--- src/rtl/io_uart_tx_pkg.sv ---
// Shared types and constants for the I/O hub UART transmitter:
// serializer states, register offsets and STATUS bit positions.
package selen_uart_pkg;

  typedef enum logic [1:0] {
    ST_IDLE  = 2'd0,
    ST_START = 2'd1,
    ST_DATA  = 2'd2,
    ST_STOP  = 2'd3
  } tx_state_e;

  localparam logic [1:0] REG_TXDATA = 2'd0;
  localparam logic [1:0] REG_STATUS = 2'd1;

  localparam int STAT_FULL    = 0;
  localparam int STAT_EMPTY   = 1;
  localparam int STAT_BUSY    = 2;
  localparam int STAT_OVF     = 3;
  localparam int STAT_CNT_LSB = 4;

endpackage

--- src/rtl/io_uart_tx_if.sv ---
// Wishbone-style io_* responder channel between the interconnect and the UART.
interface io_uart_tx_if;
  logic        io_stb_i;
  logic        io_we_i;
  logic [31:0] io_addr_i;
  logic [31:0] io_data_i;
  logic [31:0] io_data_o;
  logic        io_ack_o;

  modport master (
    output io_stb_i, io_we_i, io_addr_i, io_data_i,
    input  io_data_o, io_ack_o
  );

  modport slave (
    input  io_stb_i, io_we_i, io_addr_i, io_data_i,
    output io_data_o, io_ack_o
  );
endinterface

--- src/rtl/io_uart_tx_fifo.sv ---
// Synchronous TX byte FIFO; a push into a full FIFO succeeds when a pop
// happens on the same edge.
module uart_tx_fifo #(
  parameter int DATA_W = 8,
  parameter int DEPTH  = 8,
  localparam int AW    = $clog2(DEPTH),
  localparam int CNT_W = AW + 1
) (
  input  logic              sys_clk,
  input  logic              sys_rst,
  input  logic              push,
  input  logic [DATA_W-1:0] din,
  input  logic              pop,
  output logic [DATA_W-1:0] dout,
  output logic              full,
  output logic              empty,
  output logic [CNT_W-1:0]  count
);

  logic [DATA_W-1:0] mem [DEPTH];
  logic [AW-1:0]     wptr;
  logic [AW-1:0]     rptr;
  logic              do_push;
  logic              do_pop;

  assign full    = (count == CNT_W'(DEPTH));
  assign empty   = (count == '0);
  assign do_pop  = pop & ~empty;
  assign do_push = push & (~full | do_pop);
  assign dout    = mem[rptr];

  always_ff @(posedge sys_clk or negedge sys_rst) begin
    if (!sys_rst) begin
      wptr  <= '0;
      rptr  <= '0;
      count <= '0;
    end else begin
      if (do_push) wptr <= wptr + AW'(1);
      if (do_pop)  rptr <= rptr + AW'(1);
      case ({do_push, do_pop})
        2'b10:   count <= count + CNT_W'(1);
        2'b01:   count <= count - CNT_W'(1);
        default: count <= count;
      endcase
    end
  end

  always_ff @(posedge sys_clk) begin
    if (do_push) mem[wptr] <= din;
  end

endmodule

--- src/rtl/io_uart_tx.sv ---
// UART 8N1 transmitter with a Wishbone responder front end: TXDATA pushes
// into a FIFO, STATUS reports FIFO/line state, the serializer drains to tx.
module io_uart_tx
  import selen_uart_pkg::*;
#(
  parameter int CLK_DIV    = 434,
  parameter int FIFO_DEPTH = 8
) (
  input  logic         sys_clk,
  input  logic         sys_rst,
  io_uart_tx_if.slave  io,
  output logic         tx
);

  localparam int CNT_W  = $clog2(FIFO_DEPTH) + 1;
  localparam int BAUD_W = $clog2(CLK_DIV);
  localparam logic [BAUD_W-1:0] BAUD_RELOAD = BAUD_W'(CLK_DIV - 1);

  function automatic logic [3:0] sat_count(input logic [CNT_W-1:0] c);
    if (int'(c) > 15) return 4'hF;
    return 4'(c);
  endfunction

  logic             req;
  logic [1:0]       reg_sel;
  logic             wr_txdata;
  logic             wr_status;
  logic             rd_req;
  logic             overflow;
  logic             ovf_set;
  logic [7:0]       status;
  logic [31:0]      rd_data;
  logic             unused_bus;

  logic             fifo_full;
  logic             fifo_empty;
  logic [CNT_W-1:0] fifo_count;
  logic [7:0]       fifo_dout;
  logic             pop;

  tx_state_e        state, state_n;
  logic [BAUD_W-1:0] baud, baud_n;
  logic [2:0]       bit_idx, bit_idx_n;
  logic [7:0]       shreg, shreg_n;
  logic             tx_n;

  assign unused_bus = ^{io.io_addr_i[31:4], io.io_addr_i[1:0], io.io_data_i[31:8]};

  // Bus decode: a request is live only in the cycle before its ack.
  assign req       = io.io_stb_i & ~io.io_ack_o;
  assign reg_sel   = io.io_addr_i[3:2];
  assign wr_txdata = req & io.io_we_i & (reg_sel == REG_TXDATA);
  assign wr_status = req & io.io_we_i & (reg_sel == REG_STATUS);
  assign rd_req    = req & ~io.io_we_i;
  assign ovf_set   = wr_txdata & fifo_full & ~pop;

  always_comb begin
    status                      = '0;
    status[STAT_FULL]           = fifo_full;
    status[STAT_EMPTY]          = fifo_empty;
    status[STAT_BUSY]           = (state != ST_IDLE);
    status[STAT_OVF]            = overflow;
    status[STAT_CNT_LSB +: 4]   = sat_count(fifo_count);
  end

  assign rd_data = (rd_req && reg_sel == REG_STATUS) ? {24'd0, status} : 32'd0;

  always_ff @(posedge sys_clk or negedge sys_rst) begin
    if (!sys_rst) begin
      io.io_ack_o  <= 1'b0;
      io.io_data_o <= '0;
      overflow     <= 1'b0;
    end else begin
      io.io_ack_o  <= req;
      io.io_data_o <= rd_data;
      if (ovf_set)        overflow <= 1'b1;
      else if (wr_status) overflow <= 1'b0;
    end
  end

  uart_tx_fifo #(
    .DATA_W (8),
    .DEPTH  (FIFO_DEPTH)
  ) u_fifo (
    .sys_clk (sys_clk),
    .sys_rst (sys_rst),
    .push    (wr_txdata),
    .din     (io.io_data_i[7:0]),
    .pop     (pop),
    .dout    (fifo_dout),
    .full    (fifo_full),
    .empty   (fifo_empty),
    .count   (fifo_count)
  );

  // Serializer: each state/bit lasts CLK_DIV cycles, counted down to 0.
  always_comb begin
    state_n   = state;
    baud_n    = baud;
    bit_idx_n = bit_idx;
    shreg_n   = shreg;
    pop       = 1'b0;
    tx_n      = 1'b1;
    case (state)
      ST_IDLE: begin
        if (!fifo_empty) begin
          pop     = 1'b1;
          shreg_n = fifo_dout;
          state_n = ST_START;
          baud_n  = BAUD_RELOAD;
        end
      end
      ST_START: begin
        if (baud == '0) begin
          state_n   = ST_DATA;
          bit_idx_n = 3'd0;
          baud_n    = BAUD_RELOAD;
        end else begin
          baud_n = baud - BAUD_W'(1);
        end
      end
      ST_DATA: begin
        if (baud == '0) begin
          baud_n = BAUD_RELOAD;
          if (bit_idx == 3'd7) state_n = ST_STOP;
          else                 bit_idx_n = bit_idx + 3'd1;
        end else begin
          baud_n = baud - BAUD_W'(1);
        end
      end
      ST_STOP: begin
        if (baud == '0) begin
          // Chain straight into the next start bit when more data is queued.
          if (!fifo_empty) begin
            pop     = 1'b1;
            shreg_n = fifo_dout;
            state_n = ST_START;
            baud_n  = BAUD_RELOAD;
          end else begin
            state_n = ST_IDLE;
            baud_n  = '0;
          end
        end else begin
          baud_n = baud - BAUD_W'(1);
        end
      end
      default: state_n = ST_IDLE;
    endcase
    case (state_n)
      ST_START: tx_n = 1'b0;
      ST_DATA:  tx_n = shreg_n[bit_idx_n];
      default:  tx_n = 1'b1;
    endcase
  end

  always_ff @(posedge sys_clk or negedge sys_rst) begin
    if (!sys_rst) begin
      state   <= ST_IDLE;
      baud    <= '0;
      bit_idx <= '0;
      tx      <= 1'b1;
    end else begin
      state   <= state_n;
      baud    <= baud_n;
      bit_idx <= bit_idx_n;
      tx      <= tx_n;
    end
  end

  always_ff @(posedge sys_clk) begin
    shreg <= shreg_n;
  end

endmodule

--- src/flat_wrapper.sv ---
// flat-port wrapper written by rule: the top's interface ports become plain ports
module io_uart_tx_flat import selen_uart_pkg::*;
#(
  parameter int CLK_DIV    = 434,
  parameter int FIFO_DEPTH = 8
)
  (sys_clk, sys_rst, tx, io_io_stb_i, io_io_we_i, io_io_addr_i, io_io_data_i, io_io_data_o, io_io_ack_o);
  io_uart_tx_if io_i ();
  input  logic sys_clk;
  input  logic sys_rst;
  output logic tx;
  input wire logic [$bits(io_i.io_stb_i)-1:0] io_io_stb_i;
  input wire logic [$bits(io_i.io_we_i)-1:0] io_io_we_i;
  input wire logic [$bits(io_i.io_addr_i)-1:0] io_io_addr_i;
  input wire logic [$bits(io_i.io_data_i)-1:0] io_io_data_i;
  output wire logic [$bits(io_i.io_data_o)-1:0] io_io_data_o;
  output wire logic [$bits(io_i.io_ack_o)-1:0] io_io_ack_o;
  assign io_i.io_stb_i = io_io_stb_i;
  assign io_i.io_we_i = io_io_we_i;
  assign io_i.io_addr_i = io_io_addr_i;
  assign io_i.io_data_i = io_io_data_i;
  assign io_io_data_o = io_i.io_data_o;
  assign io_io_ack_o = io_i.io_ack_o;
  io_uart_tx #(.CLK_DIV(CLK_DIV), .FIFO_DEPTH(FIFO_DEPTH)) u_core (.sys_clk(sys_clk), .sys_rst(sys_rst), .io(io_i), .tx(tx));
endmodule
--- config.mk ---
export PLATFORM = sky130hd
export DESIGN_NAME = io_uart_tx_flat
export DESIGN_NICKNAME = d
export VERILOG_FILES = /design/src/rtl/io_uart_tx_pkg.sv /design/src/rtl/io_uart_tx_if.sv /design/src/rtl/io_uart_tx_fifo.sv /design/src/rtl/io_uart_tx.sv /design/src/flat_wrapper.sv
export SDC_FILE = /design/constraint.sdc
export NUM_CORES = 1
export LEC_CHECK = 0
export CAP_MARGIN = 40
export CELL_PAD_IN_SITES_DETAIL_PLACEMENT = 1
export CELL_PAD_IN_SITES_GLOBAL_PLACEMENT = 2
export CORE_ASPECT_RATIO = 0.6
export CORE_MARGIN = 1
export CORE_UTILIZATION = 35
export CTS_BUF_LIST = sky130_fd_sc_hd__clkbuf_16
export DETAILED_ROUTE_END_ITERATION = 8
export MAX_ROUTING_LAYER = met4
export PLACE_DENSITY_LB_ADDON = 0.1
export SLEW_MARGIN = 10
export SYNTH_ARGS = -nofsm -noshare
export SYNTH_HDL_FRONTEND = slang
export SYNTH_SLANG_ARGS = --single-unit
--- constraint.sdc ---
create_clock -name sys_clk -period 3.2 [get_ports sys_clk]
set_input_delay 0.48 -clock sys_clk [delete_from_list [all_inputs] [get_ports sys_clk]]
set_output_delay 0.48 -clock sys_clk [all_outputs]
set_load 0.01 [all_outputs]
==> results.cfg, run 1 <==
[route]
routed_wl_um = 10800
drc = 0
wl_met3_um = 324
first_pass_iters = 4
wl_per_cell_um = 18.0
highest_layer = met4
first_iter_violations = 139
wl_met2_um = 4390
via_count = 2956
vias_per_cell = 4.91
drt-met1-wl_um = 6020
drtAntennaViolNets = 0

[power_and_ir_drop]
p_per_area_nw_per_um2 = 811
power.switching_mw = 1.65
peakVddDrop_mv = 0.288
p_sw_frac = 0.358
p_seq_frac = 0.416
p_comb_frac = 0.352
finalPower_mw = 4.63
clockPowerShare = 0.232
power.internal_mw = 2.97
power_leakage_nw = 2.20

[floorplan]
rows = 33
die_w_um = 155
die_y_um = 93.8
initial_utilization = 0.360
ios = 102
die-area_um2 = 14500
core_area_um2 = 13700

[clock_network]
cts.hold.buffers_added = 0
cts_root_buf = clkbuf_16
clk_path_buf_depth = 2
cts_tree = done
htree_num_levels = 3
clock_latency_ns = 0.35
path_clk_slew_ns = 0.08
tritoncts.num_buffers = 9
numClockSinks = 107

[timing]
rsz0062_at_grt = true
min_period_over_period = 0.928
fmax_mhz = 337
fin_crit_ns = 2.97
slew_viol_final = 0
hold_viol_final = 0
setup_slack_ns = 0.232
setup_violations = 0
skew_ns = 0.0146
tightest_slew_ns = 0.510
max_slew_margin = 0.659

[status]
status = completed

[grt]
grt_overflow = 0
grt_first_pass_wirelength_um = 17000
antenna_found_initial = 0
track_usage = 0.164
grt_pass1_vias = 2927
grt_max_degree = 22

[placed_design]
post_dp_cell_area_um2 = 5390
dp_slack_ns = 0.151
gp_congestion = 0.740
post-dp-hpwl_um = 7740
port_buffers = 23

[yosys]
synthArstFlopShare = 0.327
yosys_warnings = 0
yosysMostFrequentCell = edfxtp_1
mappedNetlistArea_um2 = 4910
synth_edf_count = 64
synth_top_area_frac = 0.391
synthTopCellsByCount = edfxtp_1, dfrtp_1, buf_4, nand2_1, nor2_1
synthCells = 363
synth_cell_type_count = 56
ys_seq_area_frac = 0.602
synth_top_area_cell = edfxtp_1
synth_area_leaders = edfxtp_1, dfrtp_1, buf_4
ys_ff_latch = 107
synthFlopType = edfxtp_1
syn-mean-instance-area_um2 = 13.5

[setup_path]
end_kind = flip-flop
cp-start-kind = flip-flop
worstPathMaxFanout = 4
required_ns = 3.48
crit_arrival_ns = 3.24
worstSetupPathType = flip-flop to flip-flop

[final_layout]
nNetsFinal = 486
num_antenna_cells = 0
syn_to_final_growth_pct = 16.1
drive_gt1_frac = 0.168
final_cell_area_um2 = 5700

[min_path]
hold_path_class = primary input to async pin

[job]
timing.max_cap.violations = 0
==> layer usage <==
layer / global-route usage / vias to the layer above
met4: 0.0421 / 0
met3: 0.0323 / 9
li1: - / 1388
met1: 0.249 / 1504
met5: - / -
met2: 0.220 / 55
==> worst paths after layout <==
path                                                            to  cells after the start                         start  slack (ns)
worst max register to register  u_core.u_fifo.count[3]$_DFFE_PN0P_                     14    u_core.baud[0]$_DFFE_PN0P_        0.23
worst min-delay path                    u_core.baud[7]$_DFFE_PN0P_                      1                       sys_rst        0.07
worst min register to register        u_core.io.io_ack_o$_DFF_PN0_                      1  u_core.io.io_ack_o$_DFF_PN0_        0.45
max in group asynchronous         u_core.io.io_data_o[0]$_DFF_PN0_                      2                       sys_rst        2.67
worst max-delay path            u_core.u_fifo.count[3]$_DFFE_PN0P_                     14    u_core.baud[0]$_DFFE_PN0P_        0.23
min in group sys_clk                  u_core.io.io_ack_o$_DFF_PN0_                      1  u_core.io.io_ack_o$_DFF_PN0_        0.45
==> cell usage in the layout, fill, tap and decap left out, drive strengths merged, types with 9 or more instances in the layout <==
master	n
nor3	10
o21ai	10
clkdlybuf4s50	22
conb	24
ha	13
mux2	9
and2	10
edfxtp	64
clkbuf	9
inv	15
nor2	21
a21oi	11
nand2	25
dfrtp	34
mux2i	17
buf	21
==> power groups by stage <==
stage / Clock [mW] / Combinational [mW] / Sequential [mW]
final: 1.07 / 1.63 / 1.93
after CTS: 1.11 / 1.62 / 1.93
after detailed placement: 0 / 1.61 / 1.96
after floorplan: 0 / 1.25 / 1.84
after global placement: 0 / 1.56 / 1.95
after global routing: 1.17 / 1.81 / 1.97
==> worst max-delay path, cell delays in order, from the launching register on <==
cell and delay [ns]:
dfrtp_1 0.40, inv_1 0.11, ha_2 0.21, nor4b_4 0.27, a31oi_2 0.16, o211ai_1 0.34
and2_4 0.21, inv_1 0.09, ha_2 0.22, inv_1 0.07, mux2_2 0.33, o22ai_1 0.11
o21ai_0 0.09, nor2_1 0.14, xor2_1 0.17
==> repair_timing <==
action                                  CTS  global route
buffers inserted                          0             2
resized for setup                         0             5
endpoints found under the setup margin    0             2
==> cell type report <==
class	instances	area, um^2
Inverter	11	41.3
Sequential cell	107	2960
Multi-Input combinational cell	233	1780
Fill cell	1393	7960
Timing Repair Buffer	43	395
Clock inverter	7	60.1
Clock buffer	9	225
Tap cell	192	240
==> state kept, by name, indices dropped and copies added (netlist names) <==
register,count
u_core.shreg,8
u_core.io.io_data_o,8
u_core.bit_idx,3
u_core.baud,9
u_core.u_fifo.mem,64
u_core.u_fifo.wptr,3
u_core.u_fifo.count,4
u_core.u_fifo.rptr,3
u_core.tx,1
u_core.overflow,1
u_core.io.io_ack_o,1
u_core.state,2
==> per-stage QoR <==
stage,cells,TNS [ns],hold slack (ns),utilization
after floorplan,386,0,0.184,-
after global placement,583,0,0.429,0.392
after detailed placement,584,0,0.436,0.394
after CTS,600,0,0.0722,0.415
after global routing,602,-0.0196,0.0762,0.417
final,602,0,0.0699,0.417
==> kinds of logic (layout without fill, tap and decap cells) <==
kind of cell	Yosys count	in the layout	share of synthesized area
mux	34	34	0.0919
compound gates	62	62	0.0950
buf+inv	46	70	0.0560
xor+xnor	9	9	0.0160
flops	107	107	0.602
other cells	1	24	0.000763
fa+ha+maj	13	13	0.0331
simple gates	91	91	0.105
Note: power is estimated with default switching activity, not from simulation.
==> run 2: changes to the inputs <==
- ABC_AREA: default -> 1
- CORE_UTILIZATION: 35 -> 40
- CTS_BUF_LIST: sky130_fd_sc_hd__clkbuf_16 -> sky130_fd_sc_hd__clkbuf_2 sky130_fd_sc_hd__clkbuf_4 sky130_fd_sc_hd__clkbuf_8
- DONT_BUFFER_PORTS: default -> 1
==> run 2 against run 1 <==
Compared with the run above:
- combinational power fell by 86%
- total power fell by 42%
- flip-flop and latch count did not move
- largest cell class unchanged
==> results.cfg, run 2 <==
[setup_path]
cp-start-kind = flip-flop
r2r_slack_ns = 0.52
end_kind = flip-flop
required_ns = 3.48
worstSetupPathType = flip-flop to flip-flop
worstPathMaxFanout = 5
crit_arrival_ns = 2.96

[floorplan]
initial_utilization = 0.416
die_w_um = 148
die_y_um = 89.5
rows = 31
die-area_um2 = 13200
ios = 102
core_area_um2 = 12300

[final_layout]
num_antenna_cells = 0
layout_commonest_cell = nand2_1
final_cell_area_um2 = 5490
largest_reg_flops = 64
fin_cells = 702
reg_top3 = u_core.u_fifo.mem (64), u_core.baud (9)
regMostFlops = u_core.u_fifo.mem
syn_to_final_growth_pct = 7.68
drive_gt1_frac = 0.106
nNetsFinal = 613
final_cell_mix = nand2_1, nand3_1, edfxtp_1

[yosys]
synth_top_area_cell = edfxtp_1
synth_edf_count = 64
yosysMostFrequentCell = nand2_1
synthCells = 520
synthFlopType = edfxtp_1
synth_cell_type_count = 42
yosys_warnings = 0
mappedNetlistArea_um2 = 5100
ys_ff_latch = 107
synth_area_leaders = edfxtp_1, dfrtp_1, nand3_1
ys_seq_area_frac = 0.580
synthArstFlopShare = 0.327
synth_top_area_frac = 0.377
syn-mean-instance-area_um2 = 9.81
synthTopCellsByCount = nand2_1, nand3_1, edfxtp_1, inv_1, dfrtp_1

[grt]
grt.met1_usage = 0.272
grt_max_degree = 36
gr-max-usage-layer = met2
grt_overflow = 0
grt_use_met2 = 0.325
grt_first_pass_wirelength_um = 19400
track_usage = 0.205
grt_pass1_vias = 3654
antenna_found_initial = 0
grtUsageMet3 = 0.0429

[route]
first_pass_iters = 4
via_count = 3534
vias_per_cell = 5.03
drtAntennaViolNets = 0
routed_wl_um = 12100
drc = 0
wl_per_cell_um = 17.3
first_iter_violations = 200

[timing]
skew_ns = 0.00809
rsz0062_at_grt = false
tightest_slew_ns = 0.690
fin_tns_setup_ns = 0
min_period_over_period = 0.839
slew_viol_final = 0
fmax_mhz = 372
fin_crit_ns = 2.68
setup_violations = 0
hold_viol_final = 0
max_slew_margin = 0.536

[job]
timing.max_cap.violations = 0

[status]
status = completed

[power_and_ir_drop]
peakVddDrop_mv = 0.260
power_leakage_nw = 2.30
p_per_area_nw_per_um2 = 489

[placed_design]
placed_cells = 684
gp_congestion = 0.742
post_dp_cell_area_um2 = 5250
post-dp-hpwl_um = 8420
port_buffers = 0

[clock_network]
cts_tree = done
clock_latency_ns = 0.38
numClockSinks = 107
htree_num_levels = 3
clk_path_buf_depth = 2
cts_root_buf = clkbuf_8
path_clk_slew_ns = 0.10
tritoncts.num_buffers = 9

[min_path]
hold_path_class = primary input to flip-flop
## run 2: changes by cell type in the layout (fill, tap and decap cells not counted), sizes merged, moves of 10 or more
cell	previous run	this run
clkdlybuf4s50	22	0
inv	15	47
and2	10	0
nand2	25	121
mux2i	17	0
nor2	21	34
nand3	1	91
## run 2: routing by layer
metal	vias up	share of wire
li1	1719	-
met1	1747	0.51
met2	60	0.45
met3	8	0.033
met4	0	0.0075
met5	-	0
## run 2: critical path: stages, from the launching register on
cell     delay [ns]
dfrtp_1        0.37
inv_1          0.14
ha_1           0.22
nand2_1        0.10
nor2_4         0.16
nand3_4        0.10
a21oi_4        0.18
nand2_4        0.09
nand2_4        0.07
nand2_4        0.06
ha_1           0.27
nand2_1        0.09
inv_1          0.05
nor2_1         0.13
ha_1           0.16
a21oi_1        0.05
a21oi_1        0.14
o21ai_0        0.09
o21a_1         0.10
## run 2: power by group
group          leakage (nW)  switching, mW  internal, mW
registers              1.08         0.0636          1.52
logic                  1.12          0.142        0.0811
clock network         0.101          0.484         0.391
total                  2.30          0.690          1.99
## run 2: area by class of cell
| cell class | count | area, um^2 |
|---|---|---|
| clock inverters | 6 | 73.8 |
| fillers | 1455 | 6770 |
| clock buffers | 10 | 138 |
| repair buffers | 15 | 128 |
| inverters | 47 | 176 |
| multi-input cells | 352 | 1810 |
| well taps | 165 | 206 |
| flip-flops and latches | 107 | 2960 |
## run 2: kinds of logic (layout without fill, tap and decap cells)
group	Yosys count	after routing	share of synthesized area
fa+ha+maj	13	13	0.0319
buf+inv	84	78	0.0817
compound gates	33	33	0.0410
xor+xnor	10	10	0.0172
flops	107	107	0.580
other cells	1	24	0.000735
simple gates	272	272	0.247
## run 2: what timing repair did
action | in CTS | in global routing
hold endpoints to repair | 35 | 0
setup endpoints to repair | 0 | 0
hold buffers | 2 | 0
buffers inserted | 0 | 0
gates resized for setup | 0 | 0
## run 2: path summary, 6_finish.rpt
path	startpoint	end	cells after the start
min reg2reg	u_core.shreg[6]$_DFF_P_	u_core.shreg[6]$_DFF_P_	2
max reg2reg	u_core.baud[0]$_DFFE_PN0P_	u_core.u_fifo.count[2]$_DFFE_PN0P_	18
min in group asynchronous	sys_rst	u_core.bit_idx[2]$_DFF_PN0_	2
min	io_io_data_i[4]	u_core.u_fifo.mem[5][4]$_DFFE_PP_	0
max in group asynchronous	sys_rst	u_core.tx$_DFF_PN1_	2
max	u_core.baud[0]$_DFFE_PN0P_	u_core.u_fifo.count[2]$_DFFE_PN0P_	18
## run 2: per-stage QoR
step / power (mW) / setup slack (ns) / util / hold slack, ns
finish: 2.68 / 0.515 / 0.448 / 0.189
global placement: 1.82 / 0.584 / 0.428 / 0.185
floorplan: 1.79 / 0.647 / - / 0.184
detailed placement: 1.83 / 0.510 / 0.428 / 0.185
global route: 2.79 / 0.252 / 0.448 / 0.166
CTS: 2.71 / 0.496 / 0.448 / 0.172
